File: src/rtl/toi2s_spdif_tx.sv
// S/PDIF (IEC 60958) biphase-mark transmitter: 24-bit stereo pairs in, serial subframes out.
// Build option TOI2S_SPDIF_CS_EN adds consumer channel-status on the C bit (otherwise C=0).
module toi2s_spdif_tx #(
  parameter int unsigned UI_DIV = 4,
  parameter logic [3:0]  CS_FS  = 4'b0100
) (
  input  logic        clk,
  input  logic        resetb,
  input  logic        ena,
  input  logic [23:0] sample_l,
  input  logic [23:0] sample_r,
  input  logic        sample_valid,
  output logic        sample_ready,
  output logic        tx_out,
  output logic        block_start,
  output logic        underrun
);
  localparam int unsigned   CW      = $clog2(UI_DIV);
  localparam logic [CW-1:0] DIV_MAX = CW'(UI_DIV - 1);

  logic [CW-1:0] div_q, div_d;
  logic          ui_q, ui_d;
  logic [4:0]    slot_q, slot_d;
  logic          sub_q, sub_d;
  logic [7:0]    frame_q, frame_d;
  logic          full_q, full_d;
  logic [23:0]   hold_l_q, hold_l_d, hold_r_q, hold_r_d;
  logic [23:0]   tx_l_q, tx_l_d, tx_r_q, tx_r_d;
  logic          tx_v_q, tx_v_d;
  logic          pre_inv_q, pre_inv_d;
  logic          tx_out_q, tx_out_d;
  logic          ready_q, ready_d;
  logic          bs_q, bs_d;
  logic          ur_q, ur_d;

  logic          tick, frame_start, xfer, c_bit, par, bit_val, inv, pre_bit;
  logic [23:0]   cur;
  logic [4:0]    bit_idx;
  logic [7:0]    pre_pat;
  logic [2:0]    p_idx;

  always_comb begin
    tick        = (div_q == DIV_MAX);
    frame_start = tick & ~ui_q & (slot_q == 5'd0) & ~sub_q;
    xfer        = sample_valid & ready_q;
    cur         = sub_q ? tx_r_q : tx_l_q;
    bit_idx     = slot_q - 5'd4;
`ifdef TOI2S_SPDIF_CS_EN
    c_bit = (frame_q == 8'd2) |
            ((frame_q >= 8'd24) && (frame_q <= 8'd27) && CS_FS[frame_q[1:0]]);
`else
    c_bit = 1'b0;
`endif
    // U is always 0, so parity over 4..30 reduces to data, V and C
    par = (^cur) ^ tx_v_q ^ c_bit;
    if (slot_q < 5'd28) begin
      bit_val = cur[bit_idx];
    end else begin
      case (slot_q[1:0])
        2'd0:    bit_val = tx_v_q;
        2'd1:    bit_val = 1'b0;
        2'd2:    bit_val = c_bit;
        default: bit_val = par;
      endcase
    end
    pre_pat = sub_q ? 8'b11100100 : ((frame_q == 8'd0) ? 8'b11101000 : 8'b11100010);
    p_idx   = {slot_q[1:0], ui_q};
    pre_bit = pre_pat[3'd7 - p_idx];
    // preamble polarity is fixed by the line level just before its first UI
    inv     = (p_idx == 3'd0) ? tx_out_q : pre_inv_q;
  end

  always_comb begin
    div_d     = tick ? '0 : div_q + CW'(1);
    ui_d      = ui_q;
    slot_d    = slot_q;
    sub_d     = sub_q;
    frame_d   = frame_q;
    full_d    = full_q;
    hold_l_d  = hold_l_q;
    hold_r_d  = hold_r_q;
    tx_l_d    = tx_l_q;
    tx_r_d    = tx_r_q;
    tx_v_d    = tx_v_q;
    pre_inv_d = pre_inv_q;
    tx_out_d  = tx_out_q;
    bs_d      = 1'b0;
    ur_d      = 1'b0;

    if (xfer) begin
      hold_l_d = sample_l;
      hold_r_d = sample_r;
      full_d   = 1'b1;
    end

    if (tick) begin
      if (slot_q < 5'd4) begin
        tx_out_d  = pre_bit ^ inv;
        pre_inv_d = inv;
      end else if (!ui_q) begin
        tx_out_d = ~tx_out_q;
      end else begin
        tx_out_d = tx_out_q ^ bit_val;
      end

      ui_d = ~ui_q;
      if (ui_q) begin
        slot_d = slot_q + 5'd1;
        if (slot_q == 5'd31) begin
          sub_d = ~sub_q;
          if (sub_q) frame_d = (frame_q == 8'd191) ? 8'd0 : frame_q + 8'd1;
        end
      end

      if (frame_start) begin
        bs_d = (frame_q == 8'd0);
        if (full_q) begin
          tx_l_d = hold_l_q;
          tx_r_d = hold_r_q;
          tx_v_d = 1'b0;
          full_d = 1'b0;
        end else if (xfer) begin
          tx_l_d = sample_l;
          tx_r_d = sample_r;
          tx_v_d = 1'b0;
          full_d = 1'b0;
        end else begin
          tx_l_d = '0;
          tx_r_d = '0;
          tx_v_d = 1'b1;
          ur_d   = 1'b1;
        end
      end
    end

    if (!ena) begin
      div_d     = '0;
      ui_d      = 1'b0;
      slot_d    = '0;
      sub_d     = 1'b0;
      frame_d   = '0;
      full_d    = 1'b0;
      pre_inv_d = 1'b0;
      tx_out_d  = 1'b0;
      bs_d      = 1'b0;
      ur_d      = 1'b0;
    end

    ready_d = ena & ~full_d;
  end

  always_ff @(posedge clk or negedge resetb) begin
    if (!resetb) begin
      div_q     <= '0;
      ui_q      <= 1'b0;
      slot_q    <= '0;
      sub_q     <= 1'b0;
      frame_q   <= '0;
      full_q    <= 1'b0;
      hold_l_q  <= '0;
      hold_r_q  <= '0;
      tx_l_q    <= '0;
      tx_r_q    <= '0;
      tx_v_q    <= 1'b0;
      pre_inv_q <= 1'b0;
      tx_out_q  <= 1'b0;
      ready_q   <= 1'b0;
      bs_q      <= 1'b0;
      ur_q      <= 1'b0;
    end else begin
      div_q     <= div_d;
      ui_q      <= ui_d;
      slot_q    <= slot_d;
      sub_q     <= sub_d;
      frame_q   <= frame_d;
      full_q    <= full_d;
      hold_l_q  <= hold_l_d;
      hold_r_q  <= hold_r_d;
      tx_l_q    <= tx_l_d;
      tx_r_q    <= tx_r_d;
      tx_v_q    <= tx_v_d;
      pre_inv_q <= pre_inv_d;
      tx_out_q  <= tx_out_d;
      ready_q   <= ready_d;
      bs_q      <= bs_d;
      ur_q      <= ur_d;
    end
  end

  assign sample_ready = ready_q;
  assign tx_out       = tx_out_q;
  assign block_start  = bs_q;
  assign underrun     = ur_q;
endmodule

File: config.mk
export PLATFORM = sky130hd
export DESIGN_NAME = toi2s_spdif_tx
export DESIGN_NICKNAME = d
export VERILOG_FILES = /design/src/rtl/toi2s_spdif_tx.sv
export SDC_FILE = /design/constraint.sdc
export NUM_CORES = 1
export LEC_CHECK = 0
export ABC_CLOCK_PERIOD_IN_PS = 2500
export CAP_MARGIN = 20
export CORE_ASPECT_RATIO = 1.75
export CORE_UTILIZATION = 28
export DETAILED_ROUTE_END_ITERATION = 16
export GPL_TIMING_DRIVEN = 0
export PLACE_DENSITY = 0.46
export SLEW_MARGIN = 20
export SYNTH_ARGS = -nofsm -noshare
export SYNTH_HDL_FRONTEND = slang
export SYNTH_SLANG_ARGS = --single-unit
File: constraint.sdc
create_clock -name clk -period 2.5 [get_ports clk]
set_clock_uncertainty 0.2 [all_clocks]
set_input_delay 0.375 -clock clk [delete_from_list [all_inputs] [get_ports clk]]
set_output_delay 0.375 -clock clk [all_outputs]
set_load 0.005 [all_outputs]
Yosys cells after proc, flatten, opt, wreduce, memory -nomap -nowiden
Index checks and enable logic that the tools add are counted.
{ "totals": {"ff_bits": 120, "latchBits": 0, "ramBits": 0, "romBits": 0, "elab_cells": 110, "memories": 0} }
{ "op_classes": {"add_sub_neg": 5, "mul": 0, "div_mod_pow": 0, "order_cmp": 4, "n_eq_ne": 10, "n_shift": 0, "n_mux": 52, "bitwise": 12, "reduce_logical": 11} }
{ "op_table": {"columns": ["op", "n"], "rows": [
  ["$mux 24", 5],
  ["$mux 8", 6],
  ["$mux 1", 31],
  ["$reduce_xor 24->1", 1],
  ["$mux 5", 3],
  ["$ne 2x1->1 const B", 5],
  ["$add 8x1->8 const B", 1],
  ["$eq 8x8->1 const B", 1],
  ["$logic_not 8->1", 1],
  ["$mux 4", 2],
  ["$lt 5x6->1 const B", 1],
  ["$reduce_and 2->1", 3],
  ["$add 5x1->5 const B", 1],
  ["$and 1x1->1", 5],
  ["$bmux 1 s5", 1],
  ["$eq 5x5->1 const B", 1],
  ["$logic_not 5->1", 1],
  ["$lt 5x3->1 const B", 1],
  ["$lt 5x5->1 const B", 1],
  ["$sub 5x3->5 const B", 1],
  ["$eq 2x2->1 const B", 2],
  ["$lt 3x4->1 const B", 1],
  ["$mux 2", 2],
  ["$not 1->1", 4],
  ["11 further kinds", 13]
]} }

Longest topological paths before layout
Gate-level depths: netlist (run 1).
{ "logic_depth": {"depth_word": 10, "ltp_mapped": 12, "ltp_nobuf": 10} }

Worst setup path after synthesis (run 1)
OpenSTA, ideal clock, no wires.
{ "synth_timing": {"kind": "reg-to-reg", "startpoint": "reg sub_q", "endpoint": "reg tx_out_q, in the netlist tx_out", "setup_time_ps": 125, "arrival_ps": 2208, "required_ps": 2175, "setup_slack_ps": -33, "path_stages_with_launch": 10, "n_path_buf": 2, "period_less_slack_ps": 2533, "cell_sequence": "dfrtp_1 > buf_6 > buf_12 > mux4_2 > mux4_2 > a21bo_4 > a21oi_1 > a311oi_2 > mux2i_1 > a21oi_1"} }
{ "synth_between": {"elab_chain_len": 10, "elab_cells_between_ends": 16, "classes_between": "mux: 12; bitwise: 3; reduce/logical: 1"} }
{ "synth_rtl": {"columns": ["item", "line", "text"], "rows": [
  ["from (decl)", "24", "logic sub_q, sub_d;"],
  ["from (signal assigned)", "174", "sub_q <= sub_d;"],
  ["$mux 24", "46", "cur = sub_q ? tx_r_q : tx_l_q;"],
  ["$reduce_xor 24->1", "55", "par = (^cur) ^ tx_v_q ^ c_bit;"],
  ["$xor 1x1->1", "55", null],
  ["$pmux 1 s2", "59", "case (slot_q[1:0])"],
  ["$mux 1", "56", "if (slot_q < 5'd28) begin"],
  ["$xor 1x1->1", "103", "tx_out_d = tx_out_q ^ bit_val;"],
  ["$mux 1", "100", "end else if (!ui_q) begin"],
  ["$mux 1 (*)", "97", "if (slot_q < 5'd4) begin"],
  ["$mux 1 (*)", "96", "if (tick) begin"],
  ["$mux 1 (*)", "136", "if (!ena) begin"],
  ["to (signal assigned)", "183", "tx_out_q <= tx_out_d;"],
  ["to (decl)", "31", "logic tx_out_q, tx_out_d;"]
]} }
Every way passes the cells marked *; elsewhere a longest branch is shown, timed or not. The select of a mux whose other input is x is not followed.
A chain may end at the register's enable or synchronous reset.

Worst setup path in the final report (run 1)
Same ends and word-level chain as after synthesis.

==> results of run 1 <==
==> per-stage QoR <==
stage               setup slack, ns  hold WS [ns]  util (%)  cells  cell area [µm²]
global route                 -0.337         0.291      35.6   1063             7660
finish                       -0.235         0.274      35.6   1063             7660
detailed placement           -0.517         0.158      33.0   1037             7100
global placement              -4.29         0.244      32.9   1036             7070
CTS                          -0.262         0.253      35.5   1064             7640
floorplan                   -0.0326        -0.121         -    689             6150
==> layout by cell type (no fill, tap or decap), types with 3 or more instances in the layout <==
cell             synthesis  routed
nand2_1                204     204
dfrtp_1                120     119
nor2_1                  69      69
a21oi_1                 55      54
clkdlybuf4s50_1          0      54
o21ai_0                 51      51
xor2_1                  27      27
clkbuf_1                38      24
xnor2_1                 20      20
mux2i_1                 20      20
clkbuf_16                0      17
clkbuf_2                 0      15
mux4_2                  11      11
ha_1                     9       7
inv_1                    6       6
and2_1                   5       5
nand4_1                  5       5
and3_1                   6       5
nor3_1                   4       4
clkinv_2                 0       4
nor2b_1                  3       3
nand2b_1                 3       3
buf_1                    3       3
==> flip-flops by register name, indices dropped and copies added, names as in the netlist, 2 cells and up <==
name	count
hold_l_q	24
hold_r_q	24
tx_l_q	24
tx_r_q	24
frame_q	8
slot_q	5
div_q	2
==> layout make-up <==
class / count / area (µm²) / share of cell area [%]
buffer: 43 / 219 / 2.86
clock buffer: 23 / 468 / 6.11
clock inverter: 5 / 50.0 / 0.653
inverter: 8 / 30.0 / 0.392
multi-input combinational: 515 / 2930 / 38.3
sequential: 120 / 3000 / 39.2
tap: 292 / 365 / 4.77
timing repair buffer: 57 / 593 / 7.74
==> logic make-up after synthesis <==
family,after synthesis
and+or+nand+nor,307
DFF,120
AOI/OAI and AO/OA,119
buffers and inverters,54
xor gates and xnor gates,47
muxes,33
adders and majority gates,9
==> power by group through the flow <==
stage / sequential [mW] / combinational [mW] / clock [mW]
3_3_place_gp: 3.02 / 2.15 / 0
3_5_place_dp: 3.03 / 2.20 / 0
4_1_cts: 3.00 / 2.21 / 2.29
5_1_grt: 3.06 / 2.44 / 2.36
2_1_floorplan: 2.81 / 1.70 / 0
6_report: 2.99 / 2.16 / 2.24
==> worst paths after layout <==
path | cells after the start | endpoint | startpoint
min in group asynchronous | 2 | hold_l_q[13] | resetb
worst min-delay path | 2 | hold_r_q[22] | hold_r_q[22]
max in group asynchronous | 3 | tx_r_q[8] | resetb
worst max register to register | 9 | tx_out | sub_q
worst min register to register | 2 | hold_r_q[22] | hold_r_q[22]
worst max-delay path | 9 | tx_out | sub_q
==> critical path, stage by stage, from the launching register on <==
cell and delay (ns):
dfrtp_1 0.33, buf_6 0.13, buf_12 0.15, mux4_2 0.51, mux4_2 0.51, o22ai_2 0.17
a21oi_2 0.09, a311oi_2 0.23, mux2i_1 0.22, a21oi_1 0.08
==> layer usage <==
metal,global-route usage [%],vias to the layer above
li1,-,2414
met1,17.6,2327
met2,30.1,59
met3,3.31,22
met4,7.74,0
met5,0,-
==> timing repair <==
action                                  4_1_cts  5_1_grt
endpoints found under the setup margin       57       48
endpoints found under the hold margin        59        0
buffers inserted                              0        0
gates resized for setup                      11       18
hold buffers                                  1        0
==> impl_metrics.py, run 1 <==
metrics = {
    "floorplanning": {
        "ios": 56,
        "die_w_um": 114,
        "start_util_pct": 28.6,
        "die_area_um2": 22600,
        "core-area_um2": 21500,
        "die_y_um": 198,
        "row_count": 71,
    },
    "route": {
        "top_layer_used": "met4",
        "drt-vias-per-instance": 4.54,
        "wl_per_cell_um": 16.0,
        "drt-initial-drc-count": 160,
        "antenna_left": 0,
        "drtPass1Iterations": 4,
        "vias": 4822,
        "dr_wl_met3_um": 387,
        "drc": 0,
        "wl_um": 17000,
        "wl_met2_um": 9430,
        "wl_met1_um": 6580,
    },
    "synthesis": {
        "ys_ff_latch": 120,
        "netlist_instances": 689,
        "synth_common_cells": "nand2_1 (204), dfrtp_1 (120), nor2_1 (69), a21oi_1 (55), o21ai_0 (51)",
        "async_flop_share_pct": 100,
        "yosysTopAreaCell": "dfrtp_1",
        "yosysSeqAreaShare_pct": 48.8,
        "synth_mux_area_share_pct": 8.14,
        "synth_edf_count": 0,
        "syn_nets": 750,
        "synth_xor_area_share_pct": 6.70,
        "avgSynthCellArea_um2": 8.92,
        "synth_area_um2": 6150,
        "synth_top_family_by_area": "simple AND/OR/NAND/NOR gates",
        "synth_most_common_cell": "nand2_1",
        "synth-compound-area-share_pct": 10.5,
        "yosysWarnings": 0,
        "synth_simple_gate_area_share_pct": 20.1,
        "synthAdderAreaFrac_pct": 1.83,
        "synth_ff_type": "dfrtp_1",
        "synth_top_area_share_pct": 48.8,
        "ys_types": 42,
        "synthTopCellsByArea": "dfrtp_1 (49%), nand2_1 (12%), a21oi_1 (4.5%), nor2_1 (4.2%), o21ai_0 (4.2%)",
    },
    "placement": {
        "numPortBuffers": 55,
        "hpwl_um": 12700,
        "routabilityCongestion": 0.805,
    },
    "final_layout": {
        "area_growth_pct": 24.6,
        "drive_above_1_share_pct": 8.56,
        "nFillCells": 2317,
        "n_antenna_cell": 0,
        "nets": 823,
    },
    "clock_tree": {
        "clock_path_buffers": 2,
        "cts-root-buf": "clkbuf_16",
        "cts.clk_slew.worst_paths_ns": 0.05,
        "clock_sinks": 120,
        "cts_tree": "yes",
        "htree_levels": 4,
        "cts_buffers": 17,
        "clk_latency_ns": 0.42,
    },
    "power_and_ir_drop": {
        "combPwrFrac_pct": 29.2,
        "powerDensity_nw_per_um2": 965,
        "peakVddDrop_mv": 0.623,
        "p_clk_share_pct": 30.3,
        "p_leak_nw": 3.51,
        "p_switching_mw": 2.43,
        "seqPwrFrac_pct": 40.5,
        "p_int_mw": 4.96,
        "p_total_mw": 7.39,
        "switching_share_pct": 32.9,
    },
    "global_routing": {
        "grt_pass1_wl_um": 27200,
        "grt_pass1_vias": 5029,
        "grt_use_total_pct": 16.3,
        "overflow": 0,
        "grt_max_degree": 62,
        "antenna_found_initial": 0,
    },
    "flow_run": {
        "maxCapViolCount": 0,
    },
    "timing": {
        "period_needed_ns": 2.73,
        "worst_slack_ns": -0.235,
        "rsz0062_at_grt": "yes",
        "relSlewSlack_pct": 53.8,
        "fin_tns_setup_ns": -0.235,
        "hold_viol": 0,
        "max_slew.worst_pin.slew_ns": 0.693,
        "period_share_pct": 109,
        "setup_viol": 1,
        "timing.fmax_mhz": 366,
        "slew_violations": 0,
    },
    "status": {
        "status": "complete, but fails checks",
        "failed_checks": "setup timing",
    },
    "setup_path": {
        "setup.worst_path.class": "reg2reg",
        "start_kind": "flip-flop",
        "path_max_fanout": 10,
        "ff2ff_setup_slack_ns": -0.23,
        "worst_setup_path_end_kind": "flip-flop",
        "cp.required_ns": 2.59,
        "arrival_ns": 2.83,
    },
    "min_path": {
        "hp-class": "reg2reg",
    },
}
(Power assumes the default switching activity.)
==> run 2, diff against run 1 <==
- SETUP_SLACK_MARGIN: default -> 0.4
- TNS_END_PERCENT: default -> 5
==> run 2 against run 1 <==
- worst hold slack worse by 0.080 ns
- register-to-register slack lost 0.04 ns
- routed wire length hardly changed
- the flow still finishes with violations (setup timing)
- via count rose by 0.37%
- first-iteration DRC count down 13%
==> impl_metrics.py, run 2 (same netlist as run 1, synthesis figures left out) <==
metrics = {
    "route": {
        "wl_per_cell_um": 15.8,
        "drt-initial-drc-count": 139,
        "antenna_left": 0,
        "vias": 4840,
        "wl_um": 17000,
        "drtPass1Iterations": 4,
        "drc": 0,
        "drt-vias-per-instance": 4.51,
    },
    "floorplanning": {
        "ios": 56,
        "start_util_pct": 28.6,
        "die_y_um": 198,
        "die_area_um2": 22600,
        "die_w_um": 114,
        "core-area_um2": 21500,
        "row_count": 71,
    },
    "clock_tree": {
        "clock_path_buffers": 2,
        "cts_tree": "yes",
        "clk_latency_ns": 0.43,
        "cts_buffers": 17,
        "htree_levels": 4,
        "clock_sinks": 120,
        "cts-root-buf": "clkbuf_16",
        "cts.clk_slew.worst_paths_ns": 0.05,
    },
    "power_and_ir_drop": {
        "powerDensity_nw_per_um2": 985,
        "seqPwrFrac_pct": 38.1,
        "p_switching_mw": 2.44,
        "combPwrFrac_pct": 27.9,
        "peakVddDrop_mv": 0.411,
        "p_clk_share_pct": 34.0,
        "p_leak_nw": 3.64,
        "p_total_mw": 7.83,
        "p_int_mw": 5.38,
        "switching_share_pct": 31.2,
    },
    "timing": {
        "period_share_pct": 111,
        "hold_slack_ns": 0.195,
        "slew_violations": 0,
        "worst_slack_ns": -0.270,
        "period_needed_ns": 2.77,
        "relSlewSlack_pct": 59.7,
        "timing.fmax_mhz": 361,
        "fin_tns_setup_ns": -0.270,
        "setup_viol": 1,
        "rsz0062_at_grt": "yes",
        "max_slew.worst_pin.slew_ns": 0.601,
        "hold_viol": 0,
    },
    "setup_path": {
        "reg2reg_depth": 9,
        "arrival_ns": 2.87,
        "critical-path-top-delay-family": "multiplexers",
        "path_max_fanout": 10,
        "worst_setup_path_end_kind": "flip-flop",
        "start_kind": "flip-flop",
        "critPathSlowestCell": "mux4_2",
        "crit_top_cell": "mux4_2",
        "slowest_delay_ns": 0.51,
        "cp.required_ns": 2.60,
        "worstPathCellList": "buf_6 > buf_12 > mux4_2 > mux4_2 > o22ai_2 > a21oi_2 > a311oi_2 > mux2i_1 > a21oi_1",
        "cp.depth": 9,
        "setup.worst_path.class": "reg2reg",
        "crit_buf_inv": 2,
    },
    "final_layout": {
        "nets": 831,
        "layout_commonest_cell": "nand2_1",
        "final_cell_mix": "nand2_1 (204), dfrtp_1 (117), nor2_1 (68), a21oi_1 (54), clkdlybuf4s50_1 (54)",
        "drive_above_1_share_pct": 12.4,
        "area_growth_pct": 29.2,
        "n_antenna_cell": 0,
    },
    "global_routing": {
        "antenna_found_initial": 0,
        "grt_pass1_wl_um": 27300,
        "overflow": 0,
        "grt_pass1_vias": 5028,
        "grt_max_degree": 93,
        "grt_use_total_pct": 16.5,
    },
    "placement": {
        "hpwl_um": 12500,
        "numPortBuffers": 55,
        "routabilityCongestion": 0.838,
    },
    "min_path": {
        "hp-class": "in2async",
    },
    "status": {
        "failed_checks": "setup timing",
        "status": "complete, but fails checks",
    },
    "flow_run": {
        "maxCapViolCount": 0,
    },
}
-- run 2: changes by cell type in the layout (fill, tap and decap cells not counted), moves of 3 or more --
cell	change
buf_4	+7
bufinv_16	+3
clkbuf_1	-12
clkbuf_4	+5
clkbuf_8	+5
clkinv_2	-3
clkinvlp_4	+3
o21ai_0	-3
o21ai_1	+3
-- run 2: area by class of cell --
type | instances | area [µm²]
buffer | 46 | 307
clock buffer | 23 | 498
clock inverter | 7 | 140
fill | 2294 | 13600
inverter | 8 | 36.3
multi-input combinational | 515 | 2960
sequential | 120 | 3010
tap | 292 | 365
timing repair buffer | 62 | 631
-- run 2: final timing paths --
kind / from / end / slack [ns]
setup / recovery: sub_q / tx_out / -0.27
max in group asynchronous: resetb / hold_r_q[13] / 1.15
hold / removal: resetb / hold_l_q[21] / 0.19
min in group clk: hold_l_q[3] / hold_l_q[3] / 0.27
setup reg to reg: sub_q / tx_out / -0.27
hold reg to reg: hold_l_q[3] / hold_l_q[3] / 0.27
-- run 2: power by group through the flow --
stage | Combinational (mW) | Sequential, mW | Clock (mW)
3_3_place_gp | 2.13 | 3.02 | 0
4_1_cts | 2.20 | 3.00 | 2.73
5_1_grt | 2.49 | 3.06 | 2.82
6_report | 2.18 | 2.98 | 2.66
2_1_floorplan | 1.70 | 2.81 | 0
3_5_place_dp | 2.17 | 3.04 | 0
-- run 2: repair_timing --
item,CTS,global route
gates resized for setup,40,43
endpoints found under the setup margin,79,76
pin swaps,1,5
hold endpoints to repair,29,0
buffers inserted,3,2
hold buffers,1,0
-- run 2: through the flow --
step	instances	area [µm²]	worst slack, ns	util (%)
after floorplan	689	6150	-0.0326	-
after global placement	1036	7060	-4.35	32.9
after detailed placement	1037	7100	-0.502	33.0
after CTS	1071	7870	-0.284	36.6
after global routing	1073	7940	-0.380	37.0
final	1073	7940	-0.270	37.0
-- run 2: metal layers --
layer / global-route usage, % / up-vias / wire length [µm]
met5: 0 / - / 0
met4: 8.42 / 0 / 612
met3: 3.49 / 31 / 381
met2: 29.9 / 65 / 9170
met1: 17.8 / 2300 / 6840
li1: - / 2444 / -
